**src/rtl/core_pkg.sv**
```systemverilog
// Shared LEGv8 core definitions: datapath widths, reset PC, bubble encoding
// and the IF/ID payload reused by the decode stage.
package core_pkg;

  localparam int unsigned N  = 64;
  localparam int unsigned IW = 32;
  localparam int unsigned AW = 6;

  localparam logic [N-1:0]  RESET_PC  = '0;
  localparam logic [IW-1:0] NOP_INSTR = '0;

  typedef struct packed {
    logic [N-1:0]  pc;
    logic [IW-1:0] instr;
    logic          valid;
  } if_id_t;

endpackage

```
**src/rtl/fetch_stage_if.sv**
```systemverilog
// Instruction-memory bus between the fetch stage (master) and the
// combinational imem ROM (slave).
interface fetch_stage_if #(
  parameter int unsigned AW = core_pkg::AW,
  parameter int unsigned IW = core_pkg::IW
);

  logic [AW-1:0] imem_addr_o;
  logic [IW-1:0] imem_q_i;

  modport master (output imem_addr_o, input  imem_q_i);
  modport slave  (input  imem_addr_o, output imem_q_i);

endinterface

```
**src/rtl/fetch_stage_if_id_reg.sv**
```systemverilog
// Generic pipeline register with enable and synchronous clear; the cleared
// value is an all-zero bubble. Reused for IF/ID, ID/EX and EX/MEM.
module if_id_reg
  import core_pkg::*;
#(
  parameter type T = if_id_t
) (
  input  logic clk,
  input  logic reset,
  input  logic en,
  input  logic clr,
  input  T     d,
  output T     q
);

  // Clear beats enable so a flush squashes even a stalled stage.
  always_ff @(posedge clk) begin
    if (!reset || clr) begin
      q <= '0;
    end else if (en) begin
      q <= d;
    end
  end

endmodule

```
**src/rtl/fetch_stage.sv**
```systemverilog
// LEGv8 instruction-fetch stage: PC register, next-PC priority mux
// (reset > redirect > stall > advance), and the IF/ID capture register.
module fetch_stage #(
  parameter int unsigned   N        = core_pkg::N,
  parameter int unsigned   IW       = core_pkg::IW,
  parameter int unsigned   AW       = core_pkg::AW,
  parameter logic [N-1:0]  RESET_PC = N'(core_pkg::RESET_PC)
) (
  input  logic                clk,
  input  logic                reset,
  input  logic                stall_i,
  input  logic                redirect_i,
  input  logic [N-1:0]        target_i,
  fetch_stage_if.master       bus,
  output logic [N-1:0]        pc_o,
  output logic [N-1:0]        if_id_pc_o,
  output logic [IW-1:0]       if_id_instr_o,
  output logic                if_id_valid_o,
  output logic [31:0]         fetch_count_o
);

  typedef struct packed {
    logic [N-1:0]  pc;
    logic [IW-1:0] instr;
    logic          valid;
  } stage_t;

  logic [N-1:0] pc;
  logic [31:0]  fetch_count;
  stage_t       capture;
  stage_t       if_id;

  // Upper PC bits are ignored, so fetches beyond 64 words alias the ROM.
  assign bus.imem_addr_o = pc[AW+1:2];

  always_comb begin
    capture       = '0;
    capture.pc    = pc;
    capture.instr = bus.imem_q_i;
    capture.valid = 1'b1;
  end

  always_ff @(posedge clk) begin
    if (!reset) begin
      pc          <= RESET_PC;
      fetch_count <= '0;
    end else if (redirect_i) begin
      pc          <= target_i & ~N'(3);
    end else if (!stall_i) begin
      pc          <= pc + N'(4);
      fetch_count <= fetch_count + 32'd1;
    end
  end

  if_id_reg #(
    .T (stage_t)
  ) u_if_id (
    .clk   (clk),
    .reset (reset),
    .en    (!stall_i),
    .clr   (redirect_i),
    .d     (capture),
    .q     (if_id)
  );

  assign pc_o          = pc;
  assign if_id_pc_o    = if_id.pc;
  assign if_id_instr_o = if_id.instr;
  assign if_id_valid_o = if_id.valid;
  assign fetch_count_o = fetch_count;

endmodule
```
**src/flat_wrapper.sv**
```systemverilog
// flat-port wrapper written by rule: the top's interface ports become plain ports
module fetch_stage_flat 
#(
  parameter int unsigned   N        = core_pkg::N,
  parameter int unsigned   IW       = core_pkg::IW,
  parameter int unsigned   AW       = core_pkg::AW,
  parameter logic [N-1:0]  RESET_PC = N'(core_pkg::RESET_PC)
)
  (clk, reset, stall_i, redirect_i, target_i, pc_o, if_id_pc_o, if_id_instr_o, if_id_valid_o, fetch_count_o, bus_imem_addr_o, bus_imem_q_i);
  fetch_stage_if #(.AW(AW), .IW(IW)) bus_i ();
  input  logic clk;
  input  logic reset;
  input  logic stall_i;
  input  logic redirect_i;
  input  logic [N-1:0] target_i;
  output logic [N-1:0] pc_o;
  output logic [N-1:0] if_id_pc_o;
  output logic [IW-1:0] if_id_instr_o;
  output logic if_id_valid_o;
  output logic [31:0] fetch_count_o;
  output wire logic [$bits(bus_i.imem_addr_o)-1:0] bus_imem_addr_o;
  input wire logic [$bits(bus_i.imem_q_i)-1:0] bus_imem_q_i;
  assign bus_imem_addr_o = bus_i.imem_addr_o;
  assign bus_i.imem_q_i = bus_imem_q_i;
  fetch_stage #(.N(N), .IW(IW), .AW(AW), .RESET_PC(RESET_PC)) u_core (.clk(clk), .reset(reset), .stall_i(stall_i), .redirect_i(redirect_i), .target_i(target_i), .bus(bus_i), .pc_o(pc_o), .if_id_pc_o(if_id_pc_o), .if_id_instr_o(if_id_instr_o), .if_id_valid_o(if_id_valid_o), .fetch_count_o(fetch_count_o));
endmodule
```
**config.mk**
```make
export PLATFORM = sky130hd
export DESIGN_NAME = fetch_stage_flat
export DESIGN_NICKNAME = d
export VERILOG_FILES = /design/src/rtl/core_pkg.sv /design/src/rtl/fetch_stage_if.sv /design/src/rtl/fetch_stage_if_id_reg.sv /design/src/rtl/fetch_stage.sv /design/src/flat_wrapper.sv
export SDC_FILE = /design/constraint.sdc
export NUM_CORES = 1
export LEC_CHECK = 0
export ABC_AREA = 1
export BUFFER_PORTS_ARGS = -buffer_cell sky130_fd_sc_hd__buf_2
export CAP_MARGIN = 20
export CORE_MARGIN = 2
export CORE_UTILIZATION = 48
export CTS_BUF_LIST = sky130_fd_sc_hd__clkbuf_8
export DETAILED_ROUTE_END_ITERATION = 8
export GPL_TIMING_DRIVEN = 0
export MAX_ROUTING_LAYER = met4
export PLACE_DENSITY = 0.77
export SLEW_MARGIN = 20
export SYNTH_ARGS = -nofsm -noshare
export SYNTH_HDL_FRONTEND = slang
export SYNTH_SLANG_ARGS = --single-unit
```
**constraint.sdc**
```tcl
create_clock -name clk -period 2.4 [get_ports clk]
set_input_delay 0.24 -clock clk [delete_from_list [all_inputs] [get_ports clk]]
set_output_delay 0.24 -clock clk [all_outputs]
set_load 0.03 [all_outputs]
```
# After elaboration in Yosys (flattened, before gate mapping)
# Cells that the tools add are included.
[op_classes] n_addsub=2 n_mul=0 n_div=0 magnitude_cmp=0 n_eq_ne=1 shifts=0 n_mux=2 n_bitwise=3 n_reduce_logical=4
[ops] operator="64-bit 2-to-1 mux" count=2
[ops] operator="64-bit by 3-bit adder with 64-bit output (second input constant)" count=1
[ops] operator="32-bit by 1-bit adder with 32-bit output (second input constant)" count=1
[ops] operator="1-bit inverter" count=3
[ops] operator="2-bit by 1-bit != test with 1-bit output (second input constant)" count=1
[ops] operator="2-bit AND reduction" count=1
[ops] operator="2-bit OR reduction" count=1
[ops] operator="1-bit logical NOT" count=1
[ops] operator="1-bit logical OR" count=1
[totals] ff_bits=193 latchBits=0 mem_bits_rw=0 mem_bits_ro=0 in_bits=100 out_inout_bits=199 elab_cells=18 n_memories=0

# Longest topological paths before layout
# Gate-level depths: netlist of the first run.
[depth] word_depth=3 mapped_depth=12 depth_no_buf=11

# Modules after synthesis
# From an unflattened synthesis of the first run, not the netlist that was laid out.
[hier_totals] hier_cells=1481 area_unflattened_um2=9773.1
[modules_own_cells] module="fetch_stage" instances=1 cells_each=1059 area_per_inst_um2=6332.3 seq_area_each_um2=1881.8
[modules_own_cells] module="if_id_reg" instances=1 cells_each=422 area_per_inst_um2=3440.8 seq_area_each_um2=1941.9

# Worst setup path before layout of the first run
# OpenSTA, ideal clock, no wires.
[synth_path] path_kind="reg2reg" start="register u_core.pc[2] (netlist: u_core.pc_o[2])" end="register u_core.pc[32] (netlist: u_core.pc_o[32])" setup_time_ps=128 t_arrival_ps=1805 t_required_ps=2272 path_slack_ps=468 path_stages_with_launch=10 path_buffers=0 synth_period_minus_slack_ps=1932 cell_sequence="dfxtp_1 ha_1 nand2_4 nor2_2 nand2_2 nor2_4 nand2_1 xor2_1 a21oi_1 nor2_1"
[synth_via] elab_chain_len=3
[synth_lines] element="start, declared" line="fetch_stage.sv:28" text="logic [N-1:0] pc;"
[synth_lines] element="start signal, assigned" line="fetch_stage.sv:48" text="pc <= target_i & ~N'(3);"
[synth_lines] element="start signal, assigned" line="fetch_stage.sv:50" text="pc <= pc + N'(4);"
[synth_lines] element="64-bit by 3-bit adder with 64-bit output" line="fetch_stage.sv:50"
[synth_lines] element="64-bit 2-to-1 mux" line="fetch_stage.sv:49" text="end else if (!stall_i) begin"
[synth_lines] element="64-bit 2-to-1 mux" line="fetch_stage.sv:47" text="end else if (redirect_i) begin"
# Every way passes these cells. The select of a mux whose other input is x is not followed.
# A chain may end at the register's enable or synchronous reset.

# Worst setup path in the final report of the first run
[layout_path] start="register u_core.pc[2] (netlist: u_core.pc_o[2])" end="register u_core.pc[52] (netlist: u_core.pc_o[52])"
# The elaborated chain is that of the path after synthesis.

==> results of run 1 <==
[final timing paths]
kind | cells past startpoint | from | slack [ns] | endpoint
worst min register to register | 2 | u_core.u_if_id.q[13] | 0.47 | u_core.u_if_id.q[13]
worst max-delay path | 10 | u_core.pc_o[2] | 0.29 | u_core.pc_o[52]
worst max register to register | 10 | u_core.pc_o[2] | 0.29 | u_core.pc_o[52]
worst min-delay path | 3 | bus_imem_q_i[17] | 0.02 | u_core.u_if_id.q[18]
[registers in the layout (all words and copies together) (netlist names)]
name,flops
u_core.u_if_id.q,95
u_core.pc_o,62
u_core.fetch_count_o,32
[synthesized netlist by cell type]
library cell  instances  area, µm²
buf_1                 7       26.3
buf_2                 6       30.0
nand2_2              16        100
xnor2_1               6       52.6
ha_1                  2       25.0
nand3_4               3       52.6
inv_6                 1       8.76
inv_4                 1       6.26
a21oi_2               5       43.8
nand3_1              35        175
nor3_1               19       95.1
nor2_1              212        796
nor3_2                3       30.0
nor2_4               15        169
nor4_1                1       6.26
a31oi_1              16        100
a211oi_1             44        330
and2_1                1       6.26
a21oi_1             111        556
nor3_4                1       16.3
nand4_1              17        106
o21ai_0              70        350
buf_6                 4       45.0
inv_1               110        413
or3b_2                1       8.76
nor2_2               13       81.3
xor2_1               24        210
nor3b_2               1       12.5
inv_2                 5       18.8
a22o_1                2       17.5
buf_4                10       75.1
nand2_4               3       33.8
nand3_2               4       40.0
dfxtp_1             189       3780
clkbuf_1             43        161
nand2_1             460       1730
nor3b_1               1       7.51
nand3b_1              6       45.0
o21ai_1               4       20.0
conb_1                1       3.75
[area by class of cell]
class,count,area (µm²),share of cell area
clock inverter,14,171,0.0139
antenna,4,10.0,0.000813
buffer,70,338,0.0274
sequential,189,3780,0.307
multi-input combinational,1100,5230,0.425
tap,270,338,0.0274
clock buffer,17,234,0.0190
timing repair buffer,321,1760,0.143
inverter,117,447,0.0363
[layer usage]
layer  up-vias  GRT usage
li1       5409          -
met1      5016      0.439
met2       452      0.513
met3        53     0.0702
met4         0     0.0913
met5         -          -
[power by group through the flow]
stage | clock network, mW | logic, mW | registers, mW
after floorplan | 0 | 0.425 | 3.64
after global placement | 0 | 0.988 | 3.45
after detailed placement | 0 | 0.999 | 3.45
after CTS | 2.26 | 1.04 | 3.38
after global routing | 2.38 | 1.13 | 3.40
final | 2.24 | 1.05 | 3.39
[logic make-up (layout without fill, tap and decap cells)]
family / count (synthesis) / in the layout
adders and majority gates: 2 / 2
DFF: 189 / 189
buffers and inverters: 187 / 539
and+or+nand+nor: 812 / 812
other: 1 / 8
xor gates and xnor gates: 30 / 30
AOI/OAI and AO/OA: 252 / 252
[worst max-delay path, cell delays in order, from the launching register on]
cell and delay, ns:
dfxtp_1 0.56, ha_1 0.31, nand2_4 0.08, nor2_4 0.20
nand3_4 0.14, nor2_4 0.25, nand3_1 0.10, nand2_1 0.07
nand2_1 0.06, a21oi_1 0.14, nor2_1 0.05
[repair_timing]
item,4_1_cts,5_1_grt
endpoints found under the hold margin,30,1
hold buffers,30,1
setup buffers,0,0
==> results.txt, run 1 <==
status: finished clean
CTS resizes: 0
num ports: 299
CTS tree: built
CTS sink count: 189
fraction of the mapped netlist area in simple logic gates: 0.359
fin crit share: 0.877
WS Path Type: flop to flop
Max Cap Violations: 0
PnR worst setup slack: 0.295 ns
clock skew: 0.0178 ns
drt pass-1 iters: 5
RSZ-0062 raised after global routing: no
Seq pwr share: 0.507
Sum Neg Setup Slack: 0 ns
highest routed layer: met4
routed length on met1: 15.7 mm
full die area: 21500 µm²
clock power share: 0.336
Final Cell Area: 12300 µm²
Crit. End Element: flop
final hold violation count: 0
XOR/XNOR share of the synthesized area: 0.0269
Skew-Pair Late Insertion Delay: 0.49 ns
Port Buffer Count: 290
core area: 20100 µm²
vias in the first global route: 10070
Die X-Extent: 147 µm
WHS: 0.0152 ns
Leakage: 5.15 nW
row cnt: 52
synth warn: 0
Final nets: 1918
Min-Delay Path Class: primary input to flop
synth unique cells: 40
Fmax achieved: 475 MHz
post-synthesis mux area share: 0
antenna-violating nets left: 0
Placed Cells: 2036
# setup viols final: 0
largest net degree at the start of global routing: 20
Switching Share: 0.331
register area share after synthesis: 0.387
CTS Buf Count: 17
routed len/inst: 16.8 µm
mean post-synth cell area: 6.64 µm²
Via density: 5.20
Critical Path AT: 2.46 ns
WL met2: 16.0 mm
Clock Root Buffer: clkbuf_8
worst endpoint required time: 2.76 ns
Pint: 4.47 mW
first-pass GRT wire length: 54.5 mm
area grow syn2layout: 25.8%
initial antenna violation count: 5
most frequent cells in the layout: nand2_1, buf_2, nor2_1
most common cell after layout, fill and taps aside: nand2_1
die height: 147 µm
Power Total: 6.68 mW
Residual DRC: 0
vias post-DR: 10930
share of cells above drive strength 1: 0.226
Pwr Density: 543 nW/µm²
DP Worst Slack: 0.356 ns
FF+latch count, synth: 189
Slew Limit Fails: 0
Critical Path Start Type: flop
Cells after Synth: 1473
H-tree depth: 4
CTS clk-pin slew, worst paths: 0.11 ns
estimated wirelength of the detail-placed design: 27.5 mm
dpl cell area: 11600 µm²
Logic pwr share: 0.157
Fillers: 2005
Slew @ Worst Pin: 0.866 ns
DRT iter0 DRCs: 764
Post-Layout Cell Count: 2102
synthesized area: 9790 µm²
min Tclk post-route: 2.11 ns
largest family of logic cells by synthesized area: simple AND/OR/NAND/NOR gates
worst-path maximum fanout: 7
adder-cell share of the synthesized area: 0.00256
Core Util, Final: 0.612
Peak VDD IR: 0.334 mV
met3 WL: 2.76 mm
post-synthesis compound-gate area fraction: 0.145
routability cong.: 1.01
Initial Util: 0.487
CTS max path bufs: 2
Slew HR: 0.423
final wirelength: 35.2 mm
grt total ovfl: 0
Tot GR Track Use: 0.331
P_sw: 2.21 mW
No activity file was read; power rests on OpenSTA's default activity.
==> inputs of run 2 (changes only) <==
--- a/config.mk
+++ b/config.mk
@@ -8,7 +8,6 @@
 export ABC_AREA = 1
 export BUFFER_PORTS_ARGS = -buffer_cell sky130_fd_sc_hd__buf_2
 export CAP_MARGIN = 20
-export CORE_MARGIN = 2
 export CORE_UTILIZATION = 48
 export CTS_BUF_LIST = sky130_fd_sc_hd__clkbuf_8
 export DETAILED_ROUTE_END_ITERATION = 8
==> run 2 against run 1 <==
Clock power is 8% higher. Die area decreased by 2.7%. Combinational power hardly changed. Register-to-register slack worse by 0.09 ns. Clock-buffer cell count did not move. Worst hold slack improved by 0.0023 ns. First-iteration DRC count is 14% higher. Utilization grew 1.5 points. Routed wire length grew 2.1%. Largest cell class unchanged.
==> results.txt, run 2 (synthesis gave the netlist of run 1 again) <==
CTS sink count: 189
WS Path Type: flop to flop
Residual DRC: 0
Worst path max stage delay: 0.51 ns
core area: 19700 µm²
Sum Neg Setup Slack: 0 ns
Slew HR: 0.375
H-tree depth: 4
Crit-path slowest cell: dfxtp_1
Pwr Density: 556 nW/µm²
Slew Limit Fails: 0
full die area: 21000 µm²
CTS clk-pin slew, worst paths: 0.11 ns
routability cong.: 0.965
Pint: 4.68 mW
Biggest register: u_core.u_if_id.q
Critical Path Start Type: flop
Port Buffer Count: 290
routed len/inst: 17.1 µm
most common cell after layout, fill and taps aside: nand2_1
final wirelength: 36.0 mm
# setup viols final: 0
Leakage: 5.18 nW
status: finished clean
worst-path maximum fanout: 6
num ports: 299
WHS: 0.0175 ns
cell repeated most along the worst path: nand2_1
area grow syn2layout: 26.4%
antenna-violating nets left: 0
most frequent cells in the layout: nand2_1, buf_2, nor2_1
row cnt: 51
DRT iter0 DRCs: 872
Min-Delay Path Class: primary input to flop
Switching Share: 0.319
largest net degree at the start of global routing: 20
vias post-DR: 10993
Logic pwr share: 0.153
Fmax achieved: 455 MHz
share of cells above drive strength 1: 0.226
Initial Util: 0.496
Tot GR Track Use: 0.351
drt pass-1 iters: 6
estimated wirelength of the detail-placed design: 28.1 mm
Critical Path AT: 2.55 ns
die height: 145 µm
final hold violation count: 0
Final nets: 1919
CTS tree: built
Via density: 5.24
CTS resizes: 0
fin crit share: 0.915
Clock Root Buffer: clkbuf_8
dpl cell area: 11600 µm²
grt total ovfl: 0
CTS Buf Count: 17
Die X-Extent: 145 µm
Peak VDD IR: 0.374 mV
clock skew: 0.0188 ns
CTS max path bufs: 2
worst endpoint required time: 2.75 ns
initial antenna violation count: 2
clock power share: 0.354
Skew-Pair Late Insertion Delay: 0.49 ns
min Tclk post-route: 2.20 ns
RSZ-0062 raised after global routing: no
Largest register FFs: 95
Final Cell Area: 12400 µm²
crit path cell chain: nand2_1, nor2_1, nand2_1, nor2_1, nand2_1, o21ai_0, nand2_1, nand2_1, a21oi_1
Max Cap Violations: 0
Seq pwr share: 0.493
Buf+Inv Stages, Crit Path: 0
P_sw: 2.19 mW
first-pass GRT wire length: 53.6 mm
Top delay family on crit path: simple AND/OR/NAND/NOR gates
vias in the first global route: 9852
Slew @ Worst Pin: 0.938 ns
Crit. End Element: flop
==> run 2: area by class of cell <==
cell class                 instances  area, µm²
antenna                            3       7.51
tap                              265        332
buffer                            70        338
sequential                       189       3780
timing repair buffer             322       1770
clock buffer                      17        234
clock inverter                    15        224
inverter                         117        447
fill                            1863       7350
multi-input combinational       1100       5230
==> run 2: worst paths after layout <==
path / from / end / slack (ns) / cells past startpoint
worst max-delay path: u_core.pc_o[36] / u_core.pc_o[54] / 0.20 / 9
worst min-delay path: target_i[8] / u_core.pc_o[8] / 0.02 / 3
worst min register to register: u_core.u_if_id.q[10] / u_core.u_if_id.q[10] / 0.47 / 2
worst max register to register: u_core.pc_o[36] / u_core.pc_o[54] / 0.20 / 9
==> run 2: power groups by stage <==
stage	Combinational, mW	Sequential, mW	Clock, mW
finish	1.05	3.39	2.43
global route	1.14	3.40	2.59
CTS	1.05	3.38	2.46
detailed placement	1.00	3.45	0
global placement	0.991	3.45	0
floorplan	0.425	3.64	0
==> run 2: worst register-to-register path: cells and delay by family (launching register included) <==
kind               cells  cell delay, ns
DFF                    1            0.51
AOI/OAI and AO/OA      2            0.22
and+or+nand+nor        7            1.34
==> run 2: routing by layer <==
layer	vias up	wire, µm	global-route usage
met5	-	0	-
met4	0	717	0.101
met3	44	2540	0.0550
met2	435	16500	0.547
met1	5091	16200	0.467
li1	5423	-	-
==> run 2: timing repair <==
action                                 4_1_cts  5_1_grt
endpoints found under the hold margin       32        0
buffers inserted                             0        0
hold buffers                                32        0
==> run 2: metrics by stage <==
step	util	setup slack (ns)	power (mW)	std cells
floorplan	-	0.468	4.07	1476
global placement	0.587	0.321	4.44	2031
detailed placement	0.587	0.316	4.45	2031
CTS	0.627	0.312	6.89	2095
global route	0.627	0.136	7.14	2097
finish	0.627	0.203	6.87	2098
